`src/rtl/spi_regbank_fifo_if.sv`:
```
// Host register bus between the CPU-side master and the SPI register bank.
interface spi_regbank_fifo_if;
  logic [2:0] AD_i;
  logic       WR_i;
  logic       RD_i;
  logic [7:0] Data_i;
  logic [7:0] Data_o;

  modport master (output AD_i, output WR_i, output RD_i, output Data_i, input Data_o);
  modport slave  (input AD_i, input WR_i, input RD_i, input Data_i, output Data_o);
endinterface

```
`src/rtl/spi_regbank_fifo.sv`:
```
// SPI master register bank with TX/RX FIFOs, W1C sticky status and maskable interrupt.
// Optional DMA request outputs are built when SPI_REGBANK_DMA_EN is defined.
module spi_regbank_fifo #(
  parameter int FIFO_DEPTH = 4,
  parameter int NUM_CS     = 8,
  parameter int DIV_WIDTH  = 16
) (
  input  logic                 CLK_i,
  input  logic                 RST_i,
  input  logic                 RST_SYNC_i,
  spi_regbank_fifo_if.slave    bus,
  output logic [DIV_WIDTH-1:0] Divisor_o,
  output logic                 SPE_o,
  output logic                 CPOL_o,
  output logic                 CPHA_o,
  output logic                 LSBFE_o,
  output logic [NUM_CS-1:0]    SPI_CS_o,
  output logic                 tx_valid_o,
  output logic [7:0]           tx_data_o,
  input  logic                 tx_ready_i,
  input  logic                 rx_valid_i,
  input  logic [7:0]           rx_data_i,
  input  logic                 xfer_done_i,
  output logic                 Busy_o,
  output logic                 INTR_o
`ifdef SPI_REGBANK_DMA_EN
  ,
  output logic                 tx_dreq_o,
  output logic                 rx_dreq_o
`endif
);

  localparam int         PW     = $clog2(FIFO_DEPTH);
  localparam logic [3:0] DEPTH_L = 4'(FIFO_DEPTH);
  localparam logic [3:0] HALF_L  = 4'(FIFO_DEPTH / 2);

  typedef struct packed {
    logic [DIV_WIDTH-1:0] div;
    logic                 spe;
    logic                 ie;
    logic                 cpol;
    logic                 cpha;
    logic                 lsbfe;
    logic [NUM_CS-1:0]    cs;
    logic [7:0]           imask;
    logic [PW-1:0]        tx_wptr;
    logic [PW-1:0]        tx_rptr;
    logic [PW-1:0]        rx_wptr;
    logic [PW-1:0]        rx_rptr;
    logic [3:0]           tx_level;
    logic [3:0]           rx_level;
    logic                 txovr;
    logic                 rxovr;
    logic                 done;
    logic                 busy;
    logic                 intr;
    logic [7:0]           data_o;
`ifdef SPI_REGBANK_DMA_EN
    logic                 tx_dreq;
    logic                 rx_dreq;
`endif
  } regs_t;

  function automatic regs_t f_reset_val();
    regs_t v;
    v     = '0;
    v.div = DIV_WIDTH'(1);
    return v;
  endfunction

  regs_t      r_st;
  regs_t      w_nx;
  logic [7:0] r_tx_mem [FIFO_DEPTH];
  logic [7:0] r_rx_mem [FIFO_DEPTH];

  logic       w_tx_empty, w_tx_full, w_rx_empty, w_rx_full;
  logic       w_tx_wr, w_tx_push, w_tx_pop, w_tx_ovr;
  logic       w_rx_push, w_rx_pop, w_rx_ovr;
  logic       w_flush;
  logic [7:0] w_clr;
  logic [7:0] w_status;
  logic [7:0] w_imask_ext;
  logic [7:0] w_ctrl;
  logic [15:0] w_div16;
  logic [7:0] w_rdata;

  assign w_tx_empty = (r_st.tx_level == 4'd0);
  assign w_tx_full  = (r_st.tx_level == DEPTH_L);
  assign w_rx_empty = (r_st.rx_level == 4'd0);
  assign w_rx_full  = (r_st.rx_level == DEPTH_L);

  assign tx_valid_o = r_st.spe & ~w_tx_empty;
  assign tx_data_o  = r_tx_mem[r_st.tx_rptr];

  // A push into a full TX FIFO survives when the engine pops the head in the same cycle
  assign w_tx_pop  = tx_valid_o & tx_ready_i;
  assign w_tx_wr   = bus.WR_i & (bus.AD_i == 3'd3);
  assign w_tx_push = w_tx_wr & (~w_tx_full | w_tx_pop);
  assign w_tx_ovr  = w_tx_wr & w_tx_full & ~w_tx_pop;

  assign w_rx_push = rx_valid_i & ~w_rx_full;
  assign w_rx_ovr  = rx_valid_i & w_rx_full;
  assign w_rx_pop  = bus.RD_i & (bus.AD_i == 3'd3) & ~w_rx_empty;

  assign w_flush = bus.WR_i & (bus.AD_i == 3'd2) & ~bus.Data_i[7];
  assign w_clr   = (bus.WR_i && bus.AD_i == 3'd4) ? bus.Data_i : 8'h00;

  assign w_status    = {r_st.txovr, r_st.rxovr, r_st.done, r_st.busy,
                        w_rx_full, w_tx_full, w_tx_empty, ~w_rx_empty};
  assign w_imask_ext = {r_st.imask[7], r_st.imask[7], r_st.imask[5], 1'b0,
                        r_st.imask[3], 1'b0, r_st.imask[1], r_st.imask[0]};
  assign w_ctrl      = {r_st.spe, r_st.ie, 2'b00, r_st.cpol, r_st.cpha, 1'b0, r_st.lsbfe};
  assign w_div16     = 16'(r_st.div);

  always_comb begin
    w_rdata = 8'h00;
    case (bus.AD_i)
      3'd0: w_rdata = w_div16[7:0];
      3'd1: w_rdata = w_div16[15:8];
      3'd2: w_rdata = w_ctrl;
      3'd3: w_rdata = w_rx_empty ? 8'h00 : r_rx_mem[r_st.rx_rptr];
      3'd4: w_rdata = w_status;
      3'd5: w_rdata = 8'(r_st.cs);
      3'd6: w_rdata = r_st.imask;
      3'd7: w_rdata = {r_st.tx_level, r_st.rx_level};
      default: w_rdata = 8'h00;
    endcase
  end

  always_comb begin
    w_nx = r_st;

    if (bus.WR_i) begin
      case (bus.AD_i)
        3'd0: w_nx.div[7:0] = bus.Data_i;
        3'd1: w_nx.div = {bus.Data_i[DIV_WIDTH-9:0], r_st.div[7:0]};
        3'd2: begin
          w_nx.spe   = bus.Data_i[7];
          w_nx.ie    = bus.Data_i[6];
          w_nx.cpol  = bus.Data_i[3];
          w_nx.cpha  = bus.Data_i[2];
          w_nx.lsbfe = bus.Data_i[0];
        end
        3'd5: w_nx.cs = bus.Data_i[NUM_CS-1:0];
        3'd6: w_nx.imask = bus.Data_i & 8'hAB;
        default: ;
      endcase
    end

    if (w_flush) begin
      w_nx.tx_wptr  = '0;
      w_nx.tx_rptr  = '0;
      w_nx.tx_level = 4'd0;
      w_nx.rx_wptr  = '0;
      w_nx.rx_rptr  = '0;
      w_nx.rx_level = 4'd0;
    end else begin
      if (w_tx_push) w_nx.tx_wptr = r_st.tx_wptr + PW'(1);
      if (w_tx_pop)  w_nx.tx_rptr = r_st.tx_rptr + PW'(1);
      w_nx.tx_level = r_st.tx_level + 4'(w_tx_push) - 4'(w_tx_pop);
      if (w_rx_push) w_nx.rx_wptr = r_st.rx_wptr + PW'(1);
      if (w_rx_pop)  w_nx.rx_rptr = r_st.rx_rptr + PW'(1);
      w_nx.rx_level = r_st.rx_level + 4'(w_rx_push) - 4'(w_rx_pop);
    end

    // Hardware set dominates a same-cycle write-1-to-clear
    w_nx.txovr = (r_st.txovr & ~w_clr[7]) | w_tx_ovr;
    w_nx.rxovr = (r_st.rxovr & ~w_clr[6]) | w_rx_ovr;
    w_nx.done  = (r_st.done  & ~w_clr[5]) | xfer_done_i;

    if (w_tx_pop)
      w_nx.busy = 1'b1;
    else if (xfer_done_i && w_tx_empty)
      w_nx.busy = 1'b0;

    w_nx.intr   = r_st.spe & r_st.ie & (|(w_status & w_imask_ext));
    w_nx.data_o = w_rdata;
`ifdef SPI_REGBANK_DMA_EN
    w_nx.tx_dreq = r_st.spe & (r_st.tx_level <= HALF_L);
    w_nx.rx_dreq = r_st.spe & ~w_rx_empty;
`endif
  end

  always_ff @(posedge CLK_i or posedge RST_i) begin
    if (RST_i)
      r_st <= f_reset_val();
    else if (RST_SYNC_i)
      r_st <= f_reset_val();
    else
      r_st <= w_nx;
  end

  // Storage is not reset; the pointers and levels decide what is valid
  always_ff @(posedge CLK_i) begin
    if (w_tx_push) r_tx_mem[r_st.tx_wptr] <= bus.Data_i;
    if (w_rx_push) r_rx_mem[r_st.rx_wptr] <= rx_data_i;
  end

  assign bus.Data_o = r_st.data_o;
  assign Divisor_o  = r_st.div;
  assign SPE_o      = r_st.spe;
  assign CPOL_o     = r_st.cpol;
  assign CPHA_o     = r_st.cpha;
  assign LSBFE_o    = r_st.lsbfe;
  assign SPI_CS_o   = r_st.cs;
  assign Busy_o     = r_st.busy;
  assign INTR_o     = r_st.intr;
`ifdef SPI_REGBANK_DMA_EN
  assign tx_dreq_o  = r_st.tx_dreq;
  assign rx_dreq_o  = r_st.rx_dreq;
`endif

endmodule

```
`src/flat_wrapper.sv`:
```
// flat-port wrapper written by rule: the top's interface ports become plain ports
module spi_regbank_fifo_flat 
#(
  parameter int FIFO_DEPTH = 4,
  parameter int NUM_CS     = 8,
  parameter int DIV_WIDTH  = 16
)
  (CLK_i, RST_i, RST_SYNC_i, Divisor_o, SPE_o, CPOL_o, CPHA_o, LSBFE_o, SPI_CS_o, tx_valid_o, tx_data_o, tx_ready_i, rx_valid_i, rx_data_i, xfer_done_i, Busy_o, INTR_o, bus_AD_i, bus_WR_i, bus_RD_i, bus_Data_i, bus_Data_o);
  spi_regbank_fifo_if bus_i ();
  input  logic CLK_i;
  input  logic RST_i;
  input  logic RST_SYNC_i;
  output logic [DIV_WIDTH-1:0] Divisor_o;
  output logic SPE_o;
  output logic CPOL_o;
  output logic CPHA_o;
  output logic LSBFE_o;
  output logic [NUM_CS-1:0] SPI_CS_o;
  output logic tx_valid_o;
  output logic [7:0] tx_data_o;
  input  logic tx_ready_i;
  input  logic rx_valid_i;
  input  logic [7:0] rx_data_i;
  input  logic xfer_done_i;
  output logic Busy_o;
  output logic INTR_o;
  input wire logic [$bits(bus_i.AD_i)-1:0] bus_AD_i;
  input wire logic [$bits(bus_i.WR_i)-1:0] bus_WR_i;
  input wire logic [$bits(bus_i.RD_i)-1:0] bus_RD_i;
  input wire logic [$bits(bus_i.Data_i)-1:0] bus_Data_i;
  output wire logic [$bits(bus_i.Data_o)-1:0] bus_Data_o;
  assign bus_i.AD_i = bus_AD_i;
  assign bus_i.WR_i = bus_WR_i;
  assign bus_i.RD_i = bus_RD_i;
  assign bus_i.Data_i = bus_Data_i;
  assign bus_Data_o = bus_i.Data_o;
  spi_regbank_fifo #(.FIFO_DEPTH(FIFO_DEPTH), .NUM_CS(NUM_CS), .DIV_WIDTH(DIV_WIDTH)) u_core (.CLK_i(CLK_i), .RST_i(RST_i), .RST_SYNC_i(RST_SYNC_i), .bus(bus_i), .Divisor_o(Divisor_o), .SPE_o(SPE_o), .CPOL_o(CPOL_o), .CPHA_o(CPHA_o), .LSBFE_o(LSBFE_o), .SPI_CS_o(SPI_CS_o), .tx_valid_o(tx_valid_o), .tx_data_o(tx_data_o), .tx_ready_i(tx_ready_i), .rx_valid_i(rx_valid_i), .rx_data_i(rx_data_i), .xfer_done_i(xfer_done_i), .Busy_o(Busy_o), .INTR_o(INTR_o));
endmodule
```
`config.mk`:
```
export PLATFORM = sky130hd
export DESIGN_NAME = spi_regbank_fifo_flat
export DESIGN_NICKNAME = d
export VERILOG_FILES = /design/src/rtl/spi_regbank_fifo_if.sv /design/src/rtl/spi_regbank_fifo.sv /design/src/flat_wrapper.sv
export SDC_FILE = /design/constraint.sdc
export NUM_CORES = 1
export LEC_CHECK = 0
export CAP_MARGIN = 20
export CORE_UTILIZATION = 49
export CTS_BUF_LIST = sky130_fd_sc_hd__clkbuf_4 sky130_fd_sc_hd__clkbuf_8
export CTS_CLUSTER_DIAMETER = 50
export CTS_CLUSTER_SIZE = 16
export DETAILED_ROUTE_END_ITERATION = 10
export PLACE_DENSITY_LB_ADDON = 0.05
export REMOVE_ABC_BUFFERS = 1
export SYNTH_ARGS = -nofsm -noshare
export SYNTH_HDL_FRONTEND = slang
export SYNTH_SLANG_ARGS = --single-unit
```
`constraint.sdc`:
```
create_clock -name CLK_i -period 5 [get_ports CLK_i]
set_input_delay 0.75 -clock CLK_i [delete_from_list [all_inputs] [get_ports CLK_i]]
set_output_delay 0.75 -clock CLK_i [all_outputs]
set_load 0.005 [all_outputs]
```
==> flow_metrics.env, run 1 <==
export IMPL_outcome="finished clean"
export IMPL_synth_top_cell_area_share_pct=31.5
export IMPL_cp_slowest_cell="or3b_1"
export IMPL_dr_pass1_iters=4
export IMPL_grt_overflow_total=0
export IMPL_ys_ff_latch=127
export IMPL_n_antenna_cell=0
export IMPL_area_growth_pct=17.0
export IMPL_numCtsBuffers=17
export IMPL_cp_arrival_ns=2.24
export IMPL_endpoint_kind="output pin"
export IMPL_irDropWorstVdd_mv=0.244
export IMPL_antenna_found_initial=0
export IMPL_fp_dieArea_um2=12900
export IMPL_start_util_pct=50.7
export IMPL_synth_avg_cell_area_um2=12.5
export IMPL_drtIter0Drc=241
export IMPL_synth_area_leader_cell="edfxtp_1"
export IMPL_clock_sinks=127
export IMPL_synth_cell_types=57
export IMPL_multi_input_area_um2=2130
export IMPL_cts_reportedPaths_clkPinSlew_ns=0.08
export IMPL_ff_latch_area_um2=3500
export IMPL_htreeDepth=4
export IMPL_ant_nets=0
export IMPL_p_total_mw=2.51
export IMPL_async_flop_share_pct=49.6
export IMPL_port_buffer_count=73
export IMPL_core_area_um2=12100
export IMPL_placed_cell_area_um2=6700
export IMPL_holdBufCountCts=0
export IMPL_grt_pass1_vias=3843
export IMPL_layout_drive_gt1_share_pct=12.0
export IMPL_die_h_um=114
export IMPL_maxSlewViolCount=0
export IMPL_finalClockSkew_ns=0.0108
export IMPL_rsz0062_at_grt="false"
export IMPL_min_period_over_period_pct=59.7
export IMPL_syn_instance_count=489
export IMPL_cts_resized=0
export IMPL_grt_max_degree=48
export IMPL_ioPinCount=74
export IMPL_slowest_delay_ns=0.46
export IMPL_synth_main_ff_cell="edfxtp_1"
export IMPL_synth_common_cells="64 x edfxtp_1, 62 x dfrtp_1, 50 x nor2_1"
export IMPL_hold_path_class="reg -> reg"
export IMPL_postCtsSetupBuffers=0
export IMPL_min_period_ns=2.99
export IMPL_fillers=975
export IMPL_yosys_top_cells_area="edfxtp_1 31%, dfrtp_1 25%, mux4_2 5.9%"
export IMPL_worst_slew_pin_slew_ns=0.716
export IMPL_finalSetupTns_ns=0
export IMPL_slew_headroom_pct=52.2
export IMPL_cp_cell_sequence="inv_1, ha_1, or3b_1, and2_1, clkdlybuf4s50_1"
export IMPL_hpwl_um=9290
export IMPL_cts_tree="built"
export IMPL_vias_per_cell=5.27
export IMPL_grtUsageTotal_pct=22.3
export IMPL_syn_area_um2=6110
export IMPL_final_util_pct=59.3
export IMPL_routed_wl_um=13200
export IMPL_leakage_nw=2.75
export IMPL_path_class="reg -> out"
export IMPL_wire_per_inst_um=18.6
export IMPL_cap_violations=0
export IMPL_clock_fmax_mhz=335
export IMPL_nNetsFinal=578
export IMPL_clk_latency_ns=0.45
export IMPL_cts_root_buf="clkbuf_8"
export IMPL_grt_pass1_wl_um=20600
export IMPL_fin_area_um2=7150
export IMPL_die_x_um=114
export IMPL_drc=0
export IMPL_crit_required_ns=4.25
export IMPL_start_kind="register"
export IMPL_synth_edf_count=64
export IMPL_setup_viol=0
export IMPL_gp_congestion=0.853
export IMPL_p_per_area_nw_per_um2=351
export IMPL_vias=3750
export IMPL_synth_most_common_cell="edfxtp_1"
export IMPL_seq_area_frac_synth_pct=57.3
export IMPL_worst_path_max_fanout=6
export IMPL_hold_viol=0
export IMPL_rows=40
export IMPL_clockBufferDepth=2
export IMPL_yosys_warnings=0
[layout make-up]
cell class | count | area share, %
sequential | 127 | 49.0
multi-input combinational | 281 | 29.8
timing repair buffer | 78 | 10.7
clock buffer | 20 | 3.59
tap | 168 | 2.94
clock inverter | 12 | 2.68
inverter | 25 | 1.31
[path summary, 6_finish.rpt]
check / slack (ns) / start / depth (start not counted) / to
setup / recovery: 2.02 / u_core.r_st[19] / 5 / tx_valid_o
max in group asynchronous: 3.35 / RST_i / 3 / u_core.Divisor_o[0]
min in group asynchronous: 0.74 / RST_i / 2 / u_core.r_st[24]
hold reg to reg: 0.52 / u_core.Divisor_o[0] / 2 / u_core.Divisor_o[0]
hold / removal: 0.52 / u_core.Divisor_o[0] / 2 / u_core.Divisor_o[0]
setup reg to reg: 2.32 / u_core.r_st[19] / 10 / u_core.r_st[19]
[power by group]
group	leakage (nW)	switching (mW)	internal [mW]
registers	1.44	0.0339	1.16
clock network	0.222	0.396	0.605
logic	1.08	0.172	0.141
[state kept, by name (all words and copies together), names as in the netlist]
signal,cells
u_core.CPOL_o,1
u_core.r_tx_mem,32
u_core.SPE_o,1
u_core.INTR_o,1
u_core.bus.Data_o,8
u_core.r_st,25
u_core.LSBFE_o,1
u_core.r_rx_mem,32
u_core.CPHA_o,1
u_core.Divisor_o,16
u_core.SPI_CS_o,8
u_core.Busy_o,1
[routing by layer]
metal  track usage [%]  share of wire, %  vias to the layer above
met4              11.8               3.1                        0
met3              5.42               4.7                       24
li1                  -                 -                     1773
met2              36.5                50                       98
met1              27.4                42                     1855
met5                 0                 0                        -
[critical path: cells and delay by family (launching register included)]
kind                       cells  cell delay (ns)
adders and majority gates      1             0.15
buffers and inverters          2             0.53
DFF                            1             0.44
and+or+nand+nor                2             0.66
[cells by family (layout without fill, tap and decap cells)]
family	count (synthesis)	after routing	synth area share (%)
AND/OR/NAND/NOR	144	144	11.5
flip-flops	127	127	57.3
buffers and inverters	81	135	7.88
AO/OA/AOI/OAI	60	60	6.49
multiplexers	46	46	10.9
adder cells (fa/ha/maj)	21	21	4.55
XOR/XNOR	10	10	1.43
[per-stage QoR]
step           setup slack [ns]  hold slack, ns  std cells
6_report                   2.02           0.518        711
5_1_grt                    1.89           0.544        711
4_1_cts                    1.97           0.522        711
3_5_place_dp               1.70           0.506        679
3_3_place_gp               1.69           0.500        679
2_1_floorplan              2.61           0.485        433
[cells in the final DEF (no fill, tap or decap), types with 5 or more instances in the layout]
| cell type | n |
|---|---|
| clkdlybuf4s50_1 | 73 |
| edfxtp_1 | 64 |
| dfrtp_1 | 62 |
| nor2_1 | 50 |
| nand2_1 | 44 |
| mux2i_1 | 28 |
| a21oi_1 | 25 |
| inv_1 | 24 |
| ha_1 | 19 |
| clkbuf_8 | 17 |
| mux4_2 | 16 |
| and2_1 | 12 |
| xnor2_1 | 8 |
| o21ai_0 | 6 |
| bufinv_16 | 5 |
| buf_4 | 5 |
No activity file was read; power rests on OpenSTA's default activity.
==> run 2, diff against run 1 <==
- clock period: 5 -> 2.5 ns (I/O delays scaled with it)
==> run 2 against run 1 <==
Compared with the run above:
- clock power up 79%
- final cell count up 3.4%
- critical path depth up 5
- largest power group unchanged
==> flow_metrics.env, run 2 (same netlist as run 1, synthesis figures left out) <==
export IMPL_routed_wl_um=13300
export IMPL_clock_fmax_mhz=414
export IMPL_die_x_um=114
export IMPL_start_kind="register"
export IMPL_dp_slack_ns=-0.125
export IMPL_ff_latch_area_um2=3500
export IMPL_gp_congestion=0.833
export IMPL_hpwl_um=9620
export IMPL_cts_tree="built"
export IMPL_layout_drive_gt1_share_pct=16.6
export IMPL_multi_input_area_um2=2140
export IMPL_p_total_mw=4.87
export IMPL_grt_max_degree=64
export IMPL_grt_pass1_wl_um=21500
export IMPL_final_cells=735
export IMPL_setup_ws_ns=0.0836
export IMPL_path_class="reg -> reg"
export IMPL_port_buffer_count=73
export IMPL_die_h_um=114
export IMPL_area_growth_pct=20.5
export IMPL_clock_sinks=127
export IMPL_leakage_nw=2.87
export IMPL_crit_required_ns=2.87
export IMPL_reg2reg_from="u_core.r_st[15]"
export IMPL_rows=40
export IMPL_worstRegToRegCells=10
export IMPL_worstSetupEndpoint="u_core.r_st[14]"
export IMPL_grt_overflow_total=0
export IMPL_vias_per_cell=5.24
export IMPL_cp_arrival_ns=2.78
export IMPL_p_per_area_nw_per_um2=662
export IMPL_n_antenna_cell=0
export IMPL_fp_dieArea_um2=12900
export IMPL_grtUsageTotal_pct=22.8
export IMPL_antenna_found_initial=0
export IMPL_cts_root_buf="clkbuf_8"
export IMPL_reg_top3="u_core.r_rx_mem (32), u_core.r_tx_mem (32), u_core.r_st (25)"
export IMPL_reg2reg_slack_ns=0.08
export IMPL_final_util_pct=61.0
export IMPL_final_common_cell="clkdlybuf4s50_1"
export IMPL_maxSlewViolCount=0
export IMPL_cap_violations=0
export IMPL_numCtsBuffers=17
export IMPL_placed_cells_incl_taps=700
export IMPL_dr_pass1_iters=4
export IMPL_finalClockSkew_ns=0.00928
export IMPL_drtIter0Drc=267
export IMPL_nNetsFinal=602
export IMPL_setup_viol=0
export IMPL_start_util_pct=50.7
export IMPL_timing_critical_path_from="u_core.r_st[15]"
export IMPL_htreeDepth=4
export IMPL_clk_latency_ns=0.44
export IMPL_worst_slew_pin_slew_ns=0.619
export IMPL_min_period_over_period_pct=96.7
export IMPL_grt_pass1_vias=3995
export IMPL_core_area_um2=12100
export IMPL_hold_path_class="in -> async"
export IMPL_fillers=992
export IMPL_cts_reportedPaths_clkPinSlew_ns=0.07
export IMPL_worst_path_max_fanout=2
export IMPL_critical_path_reg2reg_endpoint="u_core.r_st[14]"
export IMPL_irDropWorstVdd_mv=0.461
export IMPL_holdBufCountCts=0
export IMPL_clockBufferDepth=2
export IMPL_hold_viol=0
export IMPL_wire_per_inst_um=18.1
export IMPL_min_period_ns=2.42
export IMPL_vias=3848
export IMPL_final_cell_mix="72 x clkdlybuf4s50_1, 64 x edfxtp_1, 62 x dfrtp_1"
export IMPL_ioPinCount=74
export IMPL_slew_headroom_pct=58.7
export IMPL_outcome="finished clean"
export IMPL_endpoint_kind="register"
export IMPL_drc=0
export IMPL_ant_nets=0
## run 2: changes by cell type in the layout (fill, tap and decap cells not counted), moves of 2 or more
cell and delta:
clkinv_2 +2, bufinv_16 -2, buf_12 +5, buf_4 +18
fa_2 +2, fa_1 -2
## run 2: final cells by class
cell class | count | share of cell area, %
flip-flops and latches | 127 | 47.5
clock buffers | 20 | 3.48
multi-input cells | 281 | 29.1
clock inverters | 12 | 1.97
inverters | 25 | 1.27
well taps | 168 | 2.86
repair buffers | 102 | 13.8
## run 2: worst min path at each step
stage,start,end
global placement,u_core.Divisor_o[0],u_core.Divisor_o[0]
floorplan,RST_SYNC_i,u_core.Busy_o
global route,RST_i,u_core.r_st[24]
CTS,RST_i,u_core.r_st[10]
detailed placement,u_core.Divisor_o[0],u_core.Divisor_o[0]
finish,RST_i,u_core.r_st[24]
## run 2: report_power, final
part	switching (mW)	internal (mW)	leakage [nW]
registers	0.0649	2.32	1.44
clock network	0.785	1.01	0.200
logic	0.358	0.337	1.23
## run 2: per-stage QoR
stage | cell area [um2] | TNS [ns] | hold slack, ns
4_1_cts | 7340 | 0 | 0.300
5_1_grt | 7360 | -0.0139 | 0.328
2_1_floorplan | 5720 | 0 | 0.438
3_3_place_gp | 6920 | -0.109 | 0.495
3_5_place_dp | 6920 | -0.229 | 0.509
6_report | 7360 | 0 | 0.304
## run 2: layer usage
layer / wire length (um) / track usage (%) / up-vias
met4: 343 / 10.4 / 0
li1: - / - / 1825
met3: 636 / 5.21 / 25
met5: 0 / 0 / -
met1: 5420 / 27.6 / 1899
met2: 6910 / 38.8 / 99
## run 2: worst max-delay path, stage by stage, from the launching register on
cell and delay, ns:
dfrtp_1 0.40, inv_1 0.08, ha_1 0.14, or3b_4 0.37
and3_1 0.19, ha_1 0.28, inv_1 0.04, ha_2 0.19
fa_2 0.54, inv_1 0.04, nor2_1 0.08
## run 2: what timing repair did
action | in CTS | in global routing
resized for setup | 1 | 5
setup buffers | 3 | 0
cloned | 0 | 0
endpoints found under the setup margin | 2 | 11
pin swaps | 0 | 2
